[src/rtl/qgh_glyph_loader_if.sv]
// qgh_glyph_loader_if: byte-stream input and glyph output bundle for the glyph loader
interface qgh_glyph_loader_if #(
  parameter int GLYPH_SIZE = 64,
  parameter int CNT_W      = 16
);
  logic                    s_valid;
  logic                    s_ready;
  logic [7:0]              s_data;
  logic                    s_last;
  logic                    flush;
  logic [8*GLYPH_SIZE-1:0] glyph_out;
  logic                    glyph_valid;
  logic                    err_short;
  logic                    err_long;
  logic [CNT_W-1:0]        glyph_count;
  modport master (
    output s_valid, s_data, s_last, flush,
    input  s_ready, glyph_out, glyph_valid, err_short, err_long, glyph_count
  );
  modport slave (
    input  s_valid, s_data, s_last, flush,
    output s_ready, glyph_out, glyph_valid, err_short, err_long, glyph_count
  );
endinterface

[src/rtl/qgh_glyph_loader.sv]
// qgh_glyph_loader: assembles last-marked byte frames into glyphs, rate-limits glyph_valid pulses
module qgh_glyph_loader #(
  parameter int GLYPH_SIZE = 64,
  parameter int MIN_GAP    = 2,
  parameter int CNT_W      = 16
) (
  input  logic              clk,
  input  logic              rst_n,
  qgh_glyph_loader_if.slave bus
);
  localparam int IW = $clog2(GLYPH_SIZE);
  localparam int GW = $clog2(MIN_GAP + 1);
  localparam int GB = 8 * GLYPH_SIZE;
  typedef enum logic [1:0] {FILL, DISCARD, WAIT} state_t;
  state_t        state, state_n;
  logic [IW-1:0] idx, idx_n;
  logic [GW-1:0] gap_cnt;
  logic [GB-1:0] fill_buf, buf_n;
  logic          accept, last_idx, commit, short_n, long_n;
  assign accept   = bus.s_valid && bus.s_ready;
  assign last_idx = idx == IW'(GLYPH_SIZE - 1);
  // buf_n includes the byte accepted this cycle so a commit on the final byte sees it
  always_comb begin
    state_n = state;
    idx_n   = idx;
    buf_n   = fill_buf;
    commit  = 1'b0;
    short_n = 1'b0;
    long_n  = 1'b0;
    case (state)
      FILL: if (accept) begin
        buf_n[8*idx +: 8] = bus.s_data;
        if (bus.s_last && last_idx) begin
          idx_n   = '0;
          commit  = gap_cnt == '0;
          state_n = gap_cnt == '0 ? FILL : WAIT;
        end else if (bus.s_last) begin
          short_n = 1'b1;
          idx_n   = '0;
        end else if (last_idx) begin
          long_n  = 1'b1;
          idx_n   = '0;
          state_n = DISCARD;
        end else begin
          idx_n = idx + 1'b1;
        end
      end
      DISCARD: if (accept && bus.s_last) begin
        state_n = FILL;
        idx_n   = '0;
      end
      WAIT: if (gap_cnt == '0) begin
        commit  = 1'b1;
        state_n = FILL;
        idx_n   = '0;
      end
      default: state_n = FILL;
    endcase
    if (bus.flush) begin
      state_n = FILL;
      idx_n   = '0;
      commit  = 1'b0;
      short_n = 1'b0;
      long_n  = 1'b0;
    end
  end
  always_ff @(posedge clk or negedge rst_n) begin
    if (!rst_n) begin
      state           <= FILL;
      idx             <= '0;
      gap_cnt         <= '0;
      fill_buf        <= '0;
      bus.s_ready     <= 1'b0;
      bus.glyph_out   <= '0;
      bus.glyph_valid <= 1'b0;
      bus.err_short   <= 1'b0;
      bus.err_long    <= 1'b0;
      bus.glyph_count <= '0;
    end else begin
      state           <= state_n;
      idx             <= idx_n;
      gap_cnt         <= commit ? GW'(MIN_GAP - 1) : (gap_cnt != '0 ? gap_cnt - 1'b1 : gap_cnt);
      fill_buf        <= buf_n;
      bus.s_ready     <= state_n != WAIT;
      bus.glyph_out   <= commit ? buf_n : bus.glyph_out;
      bus.glyph_valid <= commit;
      bus.err_short   <= short_n;
      bus.err_long    <= long_n;
      bus.glyph_count <= bus.glyph_count + CNT_W'(commit);
    end
  end
endmodule

[src/flat_wrapper.sv]
// flat-port wrapper written by rule: the top's interface ports become plain ports
module qgh_glyph_loader_flat 
#(
  parameter int GLYPH_SIZE = 64,
  parameter int MIN_GAP    = 2,
  parameter int CNT_W      = 16
)
  (clk, rst_n, bus_s_valid, bus_s_data, bus_s_last, bus_flush, bus_s_ready, bus_glyph_out, bus_glyph_valid, bus_err_short, bus_err_long, bus_glyph_count);
  qgh_glyph_loader_if #(.GLYPH_SIZE(GLYPH_SIZE), .CNT_W(CNT_W)) bus_i ();
  input  logic clk;
  input  logic rst_n;
  input wire logic [$bits(bus_i.s_valid)-1:0] bus_s_valid;
  input wire logic [$bits(bus_i.s_data)-1:0] bus_s_data;
  input wire logic [$bits(bus_i.s_last)-1:0] bus_s_last;
  input wire logic [$bits(bus_i.flush)-1:0] bus_flush;
  output wire logic [$bits(bus_i.s_ready)-1:0] bus_s_ready;
  output wire logic [$bits(bus_i.glyph_out)-1:0] bus_glyph_out;
  output wire logic [$bits(bus_i.glyph_valid)-1:0] bus_glyph_valid;
  output wire logic [$bits(bus_i.err_short)-1:0] bus_err_short;
  output wire logic [$bits(bus_i.err_long)-1:0] bus_err_long;
  output wire logic [$bits(bus_i.glyph_count)-1:0] bus_glyph_count;
  assign bus_i.s_valid = bus_s_valid;
  assign bus_i.s_data = bus_s_data;
  assign bus_i.s_last = bus_s_last;
  assign bus_i.flush = bus_flush;
  assign bus_s_ready = bus_i.s_ready;
  assign bus_glyph_out = bus_i.glyph_out;
  assign bus_glyph_valid = bus_i.glyph_valid;
  assign bus_err_short = bus_i.err_short;
  assign bus_err_long = bus_i.err_long;
  assign bus_glyph_count = bus_i.glyph_count;
  qgh_glyph_loader #(.GLYPH_SIZE(GLYPH_SIZE), .MIN_GAP(MIN_GAP), .CNT_W(CNT_W)) u_core (.clk(clk), .rst_n(rst_n), .bus(bus_i));
endmodule
[config.mk]
export PLATFORM = sky130hd
export DESIGN_NAME = qgh_glyph_loader_flat
export DESIGN_NICKNAME = d
export VERILOG_FILES = /design/src/rtl/qgh_glyph_loader_if.sv /design/src/rtl/qgh_glyph_loader.sv /design/src/flat_wrapper.sv
export SDC_FILE = /design/constraint.sdc
export NUM_CORES = 1
export LEC_CHECK = 0
export CORE_UTILIZATION = 50
export DETAILED_ROUTE_END_ITERATION = 12
export GPL_ROUTABILITY_DRIVEN = 0
export HOLD_SLACK_MARGIN = 0.03
export MAX_ROUTING_LAYER = met4
export PLACE_DENSITY = 0.78
export SLEW_MARGIN = 15
export SYNTH_ARGS = -nofsm -noshare
export SYNTH_HDL_FRONTEND = slang
export SYNTH_SLANG_ARGS = --single-unit
[constraint.sdc]
create_clock -name clk -period 3.7 [get_ports clk]
set_input_delay 0.37 -clock clk [delete_from_list [all_inputs] [get_ports clk]]
set_output_delay 0.37 -clock clk [all_outputs]
set_load 0.02 [all_outputs]
* After elaboration in Yosys (flattened, before gate mapping)
Index checks and enable logic that the tools add are counted.
** Storage, ports and cells
- Logic and storage cells :: 70
- Register bits :: 1054
- Input bits :: 13
- Output and inout port bits :: 532
** Operators by class
- Reduce and logical (&&, ||, !) cells :: 9
- Add/sub/neg operators :: 4
- Eq/ne operators :: 7
- Mux-type cells :: 38
- Shift operators :: 2
** Operators by type and width (count)
- $mux 512 :: 2
- $bwmux 512 :: 1
- $shift 8x34->512 const A :: 1
- $shiftx 8x34->512 :: 1
- $mux 6 :: 7
- $neg 9->34 :: 1
- $mux 2 :: 10
- $pmux 6 s3 :: 1
- $add 16x1->16 :: 1
- $mux 1 :: 15
- $ne 3x2->1 const B :: 3
- $add 6x1->6 const B :: 1
- $eq 6x6->1 const B :: 1
- $pmux 2 s3 :: 1
- $logic_not 2->1 :: 2
- $reduce_and 4->1 :: 1
- $reduce_bool 2->1 :: 2
- $reduce_bool 4->1 :: 1
- $logic_and 1x1->1 :: 3
- $eq 2x1->1 const B :: 1
- $eq 2x2->1 const B :: 1
- $ne 2x2->1 const B :: 1
- $pmux 1 s2 :: 1
- $sub 2x1->2 const B :: 1

* Longest topological paths before layout
Gate-level depths: netlist (run 1).
- Word-level depth :: 8
- Depth in mapped cells :: 17
- Depth with buffers taken out :: 13

* Least setup slack after synthesis (run 1)
Ideal clock, no wire load.
- Path kind :: flip-flop to flip-flop
- Start :: register u_core.idx[4]
- End :: register u_core.bus.glyph_out[460]
- Setup slack :: -0.035 ns
- Cell stages (with the launch flop) :: 12
- Buffers on the path :: 4
- Period minus slack after synthesis :: 3.735 ns
- Arrival time :: 3.610 ns
- Cells stage by stage :: dfrtp_1 > buf_2 > clkbuf_1 > clkbuf_1 > buf_1 > nor2_1 > ha_1 > nand4b_1 > a211oi_4 > nand4_1 > mux2_2 > mux2_2
** RTL lines
- start, declared :: RTL line qgh_glyph_loader.sv:16 : logic [IW-1:0] idx, idx_n;
- start signal, assigned :: RTL line qgh_glyph_loader.sv:81 : idx <= idx_n;
- $neg 9->34 * :: RTL line qgh_glyph_loader.sv:32 : buf_n[8*idx +: 8] = bus.s_data;
- $shiftx 8x34->512 or $shift 8x34->512 (tied branches) :: RTL line qgh_glyph_loader.sv:32
- $bwmux 512 * :: RTL line qgh_glyph_loader.sv:32
- $mux 512 * :: RTL line qgh_glyph_loader.sv:31 : FILL: if (accept) begin
- $mux 512 * :: RTL line qgh_glyph_loader.sv:30 : case (state)
- net u_core.buf_n[460] :: RTL line qgh_glyph_loader.sv:18 : logic [GB-1:0] fill_buf, buf_n;
- end signal, assigned :: RTL line qgh_glyph_loader.sv:85 : bus.glyph_out <= commit ? buf_n : bus.glyph_out;
- end, declared :: RTL line qgh_glyph_loader_if.sv:22 : output s_ready, glyph_out, glyph_valid, err_short, err_long, glyph_count
Mark *: on every way through the listed nets, which the timed path passes. The rest lies on a longest branch.
A chain may end at the register's enable or synchronous reset.

* Final worst setup path (run 1)
- Start :: register u_core.idx[2]
- End :: register u_core.bus.glyph_out[330]
The elaborated chain is that of the path after synthesis.

==> out/summary.md, run 1 <==
• finished, final reports clean — outcome
• simple AND/OR/NAND/NOR gates — main combinational cell family by area after synthesis
• 0.310 — global router's overall resource usage
• 3 — number of levels in the clock H-tree
• 0.624 — top-area cell type share of the netlist area
• 0.292 GHz — Fmax achieved
• 0 — max capacitance violation total
• 0 — total of endpoints with negative setup slack in the final report
• 0.0837 sq mm — core box area
• 0.280 ns — setup slack after layout
• 0.155 — simple-gate share of the synthesized area
• 3 — WHS Path Cells
• 0.167 ns — Final Hold Slack
• 0.292 ns — minimum setup slack after placement
• sky130_fd_sc_hd__dfrtp_1 — most common library cell in the layout ignoring fill and taps
• 0.0335 ns — final setup skew
• met4 — top layer in use
• 25.7 nW — Leak
• 3.98 ns — data arrival at the endpoint of the critical path
• u_core.idx[2]$_DFFE_PN0P_ — origin of the worst setup path
• 0.00296 — fraction of the mapped netlist area in adder cells
• 23.5 mW — Final Total Pwr
• 0.0530 sq mm — final std cell area, no fill
• 293 microns — Die Height
• 0 — DRC viols
• 0.0423 sq mm — Mapped Area
• 59500 microns — met2 wire length
• 4290 — net count of the finished layout
• 0.633 — utilization of the core after routing
• register — Setup crit start kind
• 3344 — number of design-rule violations left by the first detailed-router iteration
• 0 — gr ovfl total
• 8 — R2R depth
• 107 — total clock buffers created by CTS
• 0.06 ns — Worst-path clk slew
• 0.00429 — synthesized-area fraction occupied by xor and xnor cells
• 1.13 ns — Worst Max-Slew Pin Slew
• 3766 — number of instances in the synthesized netlist
• 0.0148 sq mm — area taken by multi-input logic gates
• 0 — max-slew violation count
• 545 — total I/O pin count
• 0.505 — initial core utilization
• 0 — antenna violation net count after detailed routing
• 25.2% — area overhead of the layout relative to synthesis
• 31.8k — via count of the first global-routing pass
• 0.69 ns — latest clock arrival within the worst-skew pair
• 87100 microns — post-DP HPWL
• simple AND/OR/NAND/NOR gates — family with the most delay on the worst path
• 0.0858 sq mm — DIE AREA
• u_core.fill_buf[478]$_DFF_PN0_ — WHS Endpoint
• 544 — number of buffer cells added on primary ports
• 1.00 — share of flip-flops with an asynchronous set or reset
• 0.28 ns — worst reg2reg setup slack
• 0.0264 sq mm — Register Area
• 0 ns — final setup TNS
• 4 — antenna violations before repair
• input pin to register — worst hold-check path type
• u_core.bus.glyph_out[330]$_DFFE_PN0P_ — Crit Reg-Reg Endpoint
• 0.0492 sq mm — placement-stage cell area
• 5291 — number of cells in the design after placement
• 3.42 ns — Period minus WS final
• 393 uV — largest voltage drop on the vdd net
• done — clock tree from TritonCTS
• 1054 — total of flip-flops plus latches after synthesis
• 0.170 — proportion of layout cells with a drive suffix above 1
• bus_s_data[6] — Hold Path Origin
• sky130_fd_sc_hd__clkbuf_16 — CTS root buf
• 1054 x sky130_fd_sc_hd__dfrtp_1, 559 x sky130_fd_sc_hd__nand2_1, 535 x sky130_fd_sc_hd__clkdlybuf4s50_1, 348 x sky130_fd_sc_hd__nor2_1, 320 x sky130_fd_sc_hd__mux2_2 — most used cells in the layout excluding fill and tap cells
• 0.246 — headroom to the max-slew limit
• 0.0886 — mux cell area share after synthesis
• 8 — Max Fanout on Critical Path
• 0.55 ns — crit-path max cell delay
• 32.1k — via count
• 4.26 ns — critical path required time
• sky130_fd_sc_hd__dfrtp_1 — cell type contributing the most total cell area after synthesis
• 77 — number of distinct library cells after synthesis
• 0 — count of endpoints failing hold in the final timing report
• register — element type at the critical path end
• sky130_fd_sc_hd__dfrtp_1 62%, sky130_fd_sc_hd__mux2_2 8.5%, sky130_fd_sc_hd__nand2_1 5.0%, sky130_fd_sc_hd__a31oi_1 4.6%, sky130_fd_sc_hd__nor2_1 3.2% — top area cells in the synthesized netlist
• 1054 — clock net sink count
• 6 — 1st-pass router iterations
• 3789 — Post-Syn Nets
• 23.6 microns — Wirelength per Cell
• sky130_fd_sc_hd__or4_1 — cell with the biggest individual delay on the critical path
• 106 — Placement Rows
• 3 — number of buffers on the longest clock path
• 0.624 — fraction of the yosys area taken by sequential cells
• 5.85 — via density per instance
• 11.2 sq um — average size of a mapped cell
• 196000 microns — wire length of the first global-routing pass
• no — RSZ-0062 raised after global routing
• 0 — yosys synthesis warning count
• register to register — type of the worst setup path
• 12300 microns — total length of routed met3 wires
• sky130_fd_sc_hd__dfrtp_1 — most used flip-flop cell after synthesis
• 443 mW/mm^2 — power density over the cells
• or4_1 > nor2_1 > ha_1 > nand4b_1 > a211oi_4 > nand4_2 > mux2_2 > mux2_2 — CP Cell Sequence
• u_core.idx[2]$_DFFE_PN0P_ — Reg2Reg Launch Point
• 227 — maximum number of pins on one net before global-route repair
• 5493 — number of standard cells in the layout, taps in and fillers out
• 0 — buffers and inverters on the worst path
• 293 microns — Horiz. Die Dim
• sky130_fd_sc_hd__mux2_2 — cell type with the highest occurrence count on the critical path
• 0 — EDFF count, synth
• 129000 microns — wire length after detailed routing
• 0.0960 — Synth Area in Compound Gates
• 0.924 — final worst-path cycle share
• 52500 microns — detailed-route wire length on metal 1
• 6424 — fillers
-- cell usage after synthesis (14+ instances only) --
| cell | n |
|---|---|
| sky130_fd_sc_hd__o21ai_0 | 170 |
| sky130_fd_sc_hd__nand4_1 | 89 |
| sky130_fd_sc_hd__a31oi_1 | 309 |
| sky130_fd_sc_hd__nor2_1 | 355 |
| sky130_fd_sc_hd__dfrtp_1 | 1054 |
| sky130_fd_sc_hd__buf_2 | 80 |
| sky130_fd_sc_hd__a21oi_1 | 64 |
| sky130_fd_sc_hd__nand2_1 | 560 |
| sky130_fd_sc_hd__nand2b_1 | 14 |
| sky130_fd_sc_hd__and2_1 | 47 |
| sky130_fd_sc_hd__or2_2 | 50 |
| sky130_fd_sc_hd__a32o_1 | 39 |
| sky130_fd_sc_hd__nand3_1 | 178 |
| sky130_fd_sc_hd__buf_1 | 27 |
| sky130_fd_sc_hd__mux2_2 | 320 |
| sky130_fd_sc_hd__and3_1 | 37 |
| sky130_fd_sc_hd__clkbuf_1 | 161 |
| sky130_fd_sc_hd__nand4_2 | 18 |
-- final cells by class --
type	instances	area share
inverters	10	0.000850
multi-input cells	2418	0.279
clock inverters	43	0.0119
clock buffers	154	0.0579
diodes	4	0.000189
well taps	1134	0.0268
flip-flops and latches	1054	0.498
repair buffers	676	0.125
-- power by group --
part           switching (mW)  internal [mW]
registers              0.0117           11.6
logic                   0.599          0.156
clock network            4.69           6.45
total                    5.30           18.2
-- worst max path at each step --
stage / end / depth (start not counted)
3_3_place_gp: u_core.bus.glyph_out[331]$_DFFE_PN0P_ / 8
4_1_cts: u_core.bus.glyph_out[8]$_DFFE_PN0P_ / 9
2_1_floorplan: u_core.bus.glyph_out[460]$_DFFE_PN0P_ / 11
6_report: u_core.bus.glyph_out[330]$_DFFE_PN0P_ / 8
5_1_grt: u_core.bus.glyph_out[342]$_DFFE_PN0P_ / 8
3_5_place_dp: u_core.bus.glyph_out[330]$_DFFE_PN0P_ / 8
-- registers in the layout (all words and copies together), names as in the netlist, 2 cells and up --
name	count
u_core.bus.glyph_count	16
u_core.bus.glyph_out	512
u_core.fill_buf	512
u_core.gap_cnt	2
u_core.idx	6
u_core.state	2
-- cell families (layout without fill, tap and decap cells) --
| family | count (synthesis) | in the layout |
|---|---|---|
| simple gates | 1413 | 1413 |
| flops | 1054 | 1054 |
| compound gates | 644 | 644 |
| mux | 332 | 332 |
| buf+inv | 294 | 883 |
| xor+xnor | 19 | 19 |
| fa+ha+maj | 10 | 10 |
| other cells | 0 | 4 |
-- worst register-to-register path: stages (launching register included) --
cell,delay [ns]
sky130_fd_sc_hd__dfrtp_1,0.37
sky130_fd_sc_hd__or4_1,0.55
sky130_fd_sc_hd__nor2_1,0.13
sky130_fd_sc_hd__ha_1,0.28
sky130_fd_sc_hd__nand4b_1,0.26
sky130_fd_sc_hd__a211oi_4,0.55
sky130_fd_sc_hd__nand4_2,0.47
sky130_fd_sc_hd__mux2_2,0.44
sky130_fd_sc_hd__mux2_2,0.27
-- metal layers --
layer / up-vias / GRT usage
met5: - / -
met4: 0 / 0.121
met3: 291 / 0.0756
met2: 1444 / 0.460
met1: 16169 / 0.412
li1: 14233 / -
-- repair_timing --
action                     4_1_cts  5_1_grt
resized for setup                0        1
setup endpoints to repair        0        5
setup buffers                    0        0
hold buffers                     1        0
hold endpoints to repair        70        0
No activity file was read; power rests on OpenSTA's default activity.
==> run 2: changes to the inputs <==
- ABC_AREA: not set -> 0
==> results of run 2 <==
Final layout, timing and power as in run 1 (identical DEF).
